**config.mk**
```make
export PLATFORM = sky130hd
export DESIGN_NAME = spi_flash_reader
export DESIGN_NICKNAME = d
export VERILOG_FILES = /design/src/rtl/spi_flash_reader.sv
export SDC_FILE = /design/constraint.sdc
export NUM_CORES = 1
export LEC_CHECK = 0
export ABC_AREA = 1
export BUFFER_PORTS_ARGS = -buffer_cell sky130_fd_sc_hd__buf_2
export CAP_MARGIN = 20
export CORE_UTILIZATION = 50
export CTS_CLUSTER_SIZE = 16
export DETAILED_ROUTE_END_ITERATION = 8
export PLACE_DENSITY_LB_ADDON = 0.05
export SLEW_MARGIN = 20
export SYNTH_ARGS = -nofsm -noshare
export SYNTH_HDL_FRONTEND = slang
export SYNTH_SLANG_ARGS = --single-unit
```
**constraint.sdc**
```tcl
create_clock -name clk -period 2.1 [get_ports clk]
set_input_delay 0 -clock clk [delete_from_list [all_inputs] [get_ports clk]]
set_output_delay 0 -clock clk [all_outputs]
set_load 0.05 [all_outputs]
```
**src/rtl/spi_flash_reader.sv**
```systemverilog
// spi_flash_reader: turns one "read N bytes at A" request into a serial-flash READ over spi_master.
// Define SPI_FLASH_READER_FAST_READ_EN to send FAST_READ (8'h0B) with one dummy byte before data.
module spi_flash_reader #(
    parameter int         LEN_W     = 16,
    parameter int         CS_CYCLES = 2,
    parameter logic [7:0] CMD_READ  = 8'h03
) (
    input  logic             clk,
    input  logic             rst,
    input  logic             start,
    input  logic [23:0]      addr,
    input  logic [LEN_W-1:0] len,
    output logic             busy,
    output logic             done,
    output logic             cs_n,
    output logic             spi_req,
    input  logic             spi_ready,
    output logic [7:0]       spi_tx,
    input  logic             spi_done,
    input  logic [7:0]       spi_rx,
    output logic [7:0]       rd_data,
    output logic             rd_valid,
    input  logic             rd_ready
);
`ifdef SPI_FLASH_READER_FAST_READ_EN
    localparam logic [7:0] CMD_BYTE  = 8'h0B;
    localparam bit         FAST_READ = 1'b1;
`else
    localparam logic [7:0] CMD_BYTE  = CMD_READ;
    localparam bit         FAST_READ = 1'b0;
`endif

    typedef enum logic [3:0] {IDLE, CS_SETUP, CMD, A2, A1, A0, DUMMY, DATA, CS_HOLD, DONE} state_t;

    state_t           state_q, state_d;
    logic [3:0]       cnt_q, cnt_d;
    logic [23:0]      addr_q, addr_d;
    logic [LEN_W-1:0] rem_q, rem_d;
    logic             pend_q, pend_d;
    logic [7:0]       rd_data_q, rd_data_d;
    logic             rd_valid_q, rd_valid_d;
    logic             issue, got, cnt_end;

    assign busy     = state_q != IDLE;
    assign done     = state_q == DONE;
    assign cs_n     = !(state_q inside {CS_SETUP, CMD, A2, A1, A0, DUMMY, DATA, CS_HOLD});
    assign rd_data  = rd_data_q;
    assign rd_valid = rd_valid_q;
    // data bytes are only requested once the previous one has been consumed
    assign issue    = (state_q inside {CMD, A2, A1, A0, DUMMY}) || (state_q == DATA && !rd_valid_q);
    assign spi_req  = issue && !pend_q;
    assign got      = spi_done && pend_q;
    assign cnt_end  = cnt_q == 4'(CS_CYCLES - 1);
    assign spi_tx   = state_q == CMD  ? CMD_BYTE :
                      state_q == A2   ? addr_q[23:16] :
                      state_q == A1   ? addr_q[15:8] :
                      state_q == A0   ? addr_q[7:0] :
                      state_q == DATA ? 8'hFF : 8'h00;

    always_comb begin
        state_d    = state_q;
        cnt_d      = cnt_q;
        addr_d     = addr_q;
        rem_d      = rem_q;
        pend_d     = pend_q;
        rd_data_d  = rd_data_q;
        rd_valid_d = rd_valid_q;
        if (spi_req && spi_ready) pend_d = 1'b1;
        if (got) pend_d = 1'b0;
        if (rd_valid_q && rd_ready) rd_valid_d = 1'b0;
        case (state_q)
            IDLE: if (start) begin
                addr_d  = addr;
                rem_d   = len;
                cnt_d   = 4'd0;
                state_d = (len == '0) ? DONE : CS_SETUP;
            end
            CS_SETUP: begin
                cnt_d = cnt_end ? 4'd0 : cnt_q + 4'd1;
                if (cnt_end) state_d = CMD;
            end
            CMD:   if (got) state_d = A2;
            A2:    if (got) state_d = A1;
            A1:    if (got) state_d = A0;
            A0:    if (got) state_d = FAST_READ ? DUMMY : DATA;
            DUMMY: if (got) state_d = DATA;
            DATA: if (got) begin
                rd_data_d  = spi_rx;
                rd_valid_d = 1'b1;
                rem_d      = rem_q - LEN_W'(1);
                if (rem_q == LEN_W'(1)) state_d = CS_HOLD;
            end
            CS_HOLD: begin
                cnt_d = cnt_end ? 4'd0 : cnt_q + 4'd1;
                if (cnt_end) state_d = DONE;
            end
            DONE:    state_d = IDLE;
            default: state_d = IDLE;
        endcase
    end

    always_ff @(posedge clk or negedge rst) begin
        if (!rst) begin
            state_q    <= IDLE;
            cnt_q      <= 4'd0;
            addr_q     <= 24'h0;
            rem_q      <= '0;
            pend_q     <= 1'b0;
            rd_data_q  <= 8'h00;
            rd_valid_q <= 1'b0;
        end else begin
            state_q    <= state_d;
            cnt_q      <= cnt_d;
            addr_q     <= addr_d;
            rem_q      <= rem_d;
            pend_q     <= pend_d;
            rd_data_q  <= rd_data_d;
            rd_valid_q <= rd_valid_d;
        end
    end
endmodule

```
Word-level counts from Yosys, hierarchy flattened --
Index checks and enable logic that the tools add are counted. W data, S select, Z words.
Operators by class: add/subtract/negate cells 2, bitwise logic cells 0, $mul 0, divide/modulo/power cells 0, shift operators 0, equality and inequality tests 20, multiplexer cells 27, magnitude comparators 0, reduce and logical (&&, ||, !) cells 24
Operator list (number):
- $mux W4 | 12
- $mux W8 | 5
- $mux W16 | 2
- $pmux W16 S2 | 1
- $pmux W4 S8 | 1
- $eq A16 B1 Y1 const B | 1
- $eq A4 B3 Y1 const B | 4
- $logic_not A16 Y1 | 1
- $sub A16 B1 Y16 const B | 1
- $ne A2 B2 Y1 const B | 7
- $reduce_and A9 Y1 | 1
- $eq A4 B1 Y1 const B | 2
- $eq A4 B2 Y1 const B | 2
- $eq A4 B4 Y1 const B | 2
- $pmux W4 S2 | 1
- $reduce_bool A8 Y1 | 1
- $reduce_and A2 Y1 | 3
- $reduce_bool A2 Y1 | 3
- $logic_and A1 B1 Y1 | 5
- $mux W1 | 5
- $reduce_bool A5 Y1 | 1
- $add A4 B1 Y4 const B | 1
- $logic_not A4 Y1 | 1
- $ne A2 B1 Y1 const B | 2
- other kinds (5) | 8
Word-level totals: bits in registers 58, bits of input ports 54, bits in latches 0, word-level logic and storage cells 80, output and inout bits 21, memories 0, RAM bits 0, ROM bits 0

Logic depth before layout (Yosys ltp) --
depth in word-level cells 7, mapped depth 11

Worst setup path before layout --
OpenSTA, ideal clock, no wires.
path kind reg2out, from register state_q[1], to output done, stages on the path, launching flop included 3, setup slack -0.030 ns, arrival 2.130 ns, path through dfrtp_1 clkbuf_1 nor4_1
On the way: cells in the longest elaborated chain, start to end 1
Ends and longest elaborated chain:
- start, declared | RTL line 35 | state_t state_q, state_d;
- start signal, assigned | RTL line 112 | state_q <= state_d;
- $eq A4 B4 Y1 | RTL line 45 | assign done = state_q == DONE;
- end, declared | RTL line 14 | output logic done,
No other way between the ends.

Final worst setup path --
from register state_q[2], to output spi_req
On the way: cells in the longest elaborated chain, start to end 4, elaborated cells on any way between the ends 10, those cells by class eq/ne: 6; reduce/logical: 4
Ends and longest elaborated chain:
- $eq A4 B2 Y1 / $eq A4 B3 Y1 (equally long branches) | RTL line 50 | assign issue = (state_q inside {CMD, A2, A1, A0, DUMMY}) || (state_q == DATA && !rd_valid_q);
- $reduce_bool A5 Y1 / $logic_and A1 B1 Y1 (equally long branches) | RTL line 50
- $logic_or A1 B1 Y1 (*) | RTL line 50
- $logic_and A1 B1 Y1 (*) | RTL line 51 | assign spi_req = issue && !pend_q;
- end, declared | RTL line 16 | output logic spi_req,
Every way passes the cells marked *; elsewhere a longest branch is shown, timed or not.

==> results.py <==
metrics = {
    "logic_synthesis": {
        "yosysMostFrequentCell": "nand2_1",
        "syn_area_um2": 3248,
        "ys_ff_latch": 58,
        "async_flop_share_pct": 100.0,
        "synth_area_leaders": "dfrtp_1, nand2_1, mux2_2",
        "syn_nets": 436,
        "synth_common_cells": "nand2_1, dfrtp_1, nor2_1",
        "netlist_instances": 380,
        "ys_seq_area_share_pct": 44.68,
        "yosysTopAreaCellShare_pct": 44.68,
        "ys_types": 38,
        "synth_largest_area_cell": "dfrtp_1",
        "synthFlopType": "dfrtp_1",
        "ys_warn_count": 0,
        "synth_edf_count": 0,
        "avgSynthCellArea_um2": 8.548,
    },
    "cells_and_area": {
        "regArea_um2": 1451,
        "antennaDiodeCount": 0,
        "nFillCells": 528,
        "multi_input_area_um2": 1595,
        "area_delta_synth_final_pct": 35.17,
        "stdcell_area_um2": 4390,
        "fin_nets": 555,
        "post_route_cells_drive_above_1_share_pct": 27.98,
        "post-route-util_pct": 69.54,
    },
    "route": {
        "postRouteAntennaNets": 0,
        "drtPass1Iterations": 5,
        "drt_iter0_drc": 174,
        "routed-via-count": 3039,
        "wirelength_um": 7989,
        "drc": 0,
        "via_per_inst": 5.231,
        "routedWlPerCell_um": 13.75,
    },
    "critical_path": {
        "critPathBufInv": 3,
        "critPathMaxFanout": 10,
        "slowest_delay_ns": 0.44,
        "arrival_ns": 1.96,
        "crit_slowest_cell": "dfrtp_1",
        "crit_chain": "inv_1 -> nor2_4 -> buf_4 -> nand2_1 -> nand3_1 -> o21bai_1 -> and2_1 -> clkbuf_4",
        "cp_top_family": "buffers and inverters",
        "crit_required_ns": 2.10,
        "crit_path_start_kind": "register",
        "critical_path_class": "register to primary output",
        "end_kind": "primary output",
    },
    "global_routing": {
        "met3_usage_pct": 6.264,
        "antenna_found_initial": 0,
        "grt_pass1_wl_um": 12880,
        "grtUsageMet1_pct": 32.94,
        "first_global_vias": 2888,
        "top_usage_layer": "met2",
        "use_met2_pct": 41.57,
        "grt_max_degree": 59,
        "grt_overflow_total": 0,
        "track_usage_pct": 25.56,
    },
    "sta": {
        "hold_viol": 0,
        "worst_pin_slew_ns": 0.4441,
        "slew_headroom_pct": 70.39,
        "fin_crit_sh_pct": 93.24,
        "finClkSkew_ns": 0.006098,
        "max_freq_mhz": 510.7,
        "fin_setup_tns_ns": 0,
        "rsz0062_at_grt": "false",
        "setup_viol": 0,
        "hold_ws_ns": 0.01967,
        "fin_crit_ns": 1.958,
        "slew_viol_final": 0,
    },
    "power": {
        "p_leak_uw": 0.002221,
        "irDropWorstVdd_mv": 1.176,
        "power.density_nw_per_um2": 1508,
        "total_power_uw": 6619,
    },
    "placed_design": {
        "hpwl_um": 5214,
        "io_buffers": 74,
        "place.gp.congestion": 0.8411,
        "dpl-instance-area_um2": 3695,
    },
    "run": {
        "cap_violations": 0,
    },
    "clocking": {
        "cts_tree": "done",
        "cts_setup_buffers": 0,
        "htree_levels": 3,
        "cts_root_buf": "clkbuf_8",
        "cts_buffers": 9,
        "cts.path.max_buffers": 2,
        "clock_sinks": 58,
        "worstSkewPairLatency_ns": 0.33,
        "clk_pin_slew_worst_paths_ns": 0.07,
    },
    "die": {
        "rows": 29,
        "die_w_um": 82.60,
        "start_util_pct": 51.45,
        "fp.dieH_um": 82.60,
        "io_pins": 75,
        "dieArea_um2": 6823,
        "core_area_um2": 6314,
    },
    "min_path": {
        "hp-class": "input pin to register",
    },
    "status": {
        "status": "finished clean",
    },
}
## routing by layer
layer	part of all wire [%]	vias up
met1	46	1422
met3	5.3	10
met2	48	100
li1	-	1507
met4	1.3	0
met5	0	-
## path summary, 6_finish.rpt
check                                 from         end  slack (ns)  cells after the start
max in group asynchronous              rst  addr_q[13]        1.63                      3
worst max-delay path            state_q[2]     spi_req        0.14                      8
worst min-delay path               len[11]   rem_q[11]        0.02                      5
worst max register to register  state_q[1]   rem_q[12]        0.24                      9
worst min register to register  rd_data[2]  rd_data[2]        0.50                      1
min in group asynchronous              rst    rem_q[4]        0.19                      3
## timing repair
action	in CTS	in global routing
setup endpoints to repair	0	7
resized for setup	0	5
hold endpoints to repair	97	0
hold buffers	40	0
## area by class of cell
type | instances | area share [%]
timing repair buffer | 118 | 18.75
multi-input combinational | 277 | 36.34
clock buffer | 12 | 3.762
inverter | 35 | 3.163
clock inverter | 4 | 2.736
sequential | 58 | 33.06
tap | 77 | 2.194
## report_power, final
group | switching [uW] | internal (uW) | leakage [uW]
combinational | 2060 | 1110 | 0.00136
sequential | 365 | 1610 | 0.000717
clock | 462 | 1010 | 0.000143
## through the flow
step                      worst slack, ns  cells
after floorplan                    0.4373    380
after global placement             0.3335    525
after detailed placement           0.3025    525
after CTS                         0.08800    581
after global routing              0.01382    581
final                              0.1419    581
## flip-flops by register name, indices dropped and copies added, names as in the netlist
register,cells
addr_q,24
cnt_q,4
pend_q,1
rd_data,8
rd_valid,1
rem_q,16
state_q,4
## worst min-delay path: stages
cell and delay (ns):
buf_2 0.09, inv_1 0.07, a21oi_2 0.05, nand2_1 0.06, nand2_1 0.04
## placed cells by master, fill, tap and decap left out, types with 2 or more instances in the layout
master	netlist	layout
a21oi_1	9	9
a21oi_2	2	2
buf_2	4	70
buf_4	1	3
bufinv_16	0	4
clkbuf_4	0	4
clkbuf_8	0	12
dfrtp_1	58	58
dlygate4sd3_1	0	40
ha_1	2	2
inv_1	31	30
inv_2	2	3
mux2_2	22	22
mux2_4	9	9
nand2_1	86	86
nand2_4	2	2
nand2_8	2	2
nand3_1	39	39
nand4_1	6	6
nor2_1	41	41
nor2_2	2	2
nor3_1	2	2
o211ai_1	3	3
o21ai_0	32	32
o21ai_1	2	2
o21bai_1	2	2
xor2_1	3	3
## cells by family (layout without fill, tap and decap cells)
family | Yosys count | in the layout | share of synthesized area, %
AO/OA/AOI/OAI | 55 | 55 | 9.553
XOR/XNOR | 4 | 4 | 1.079
adder cells (fa/ha/maj) | 2 | 2 | 0.7703
buffers and inverters | 45 | 169 | 6.395
flip-flops | 58 | 58 | 44.68
multiplexers | 32 | 32 | 12.13
AND/OR/NAND/NOR | 184 | 184 | 25.39
Note: power is estimated with default switching activity, not from simulation.
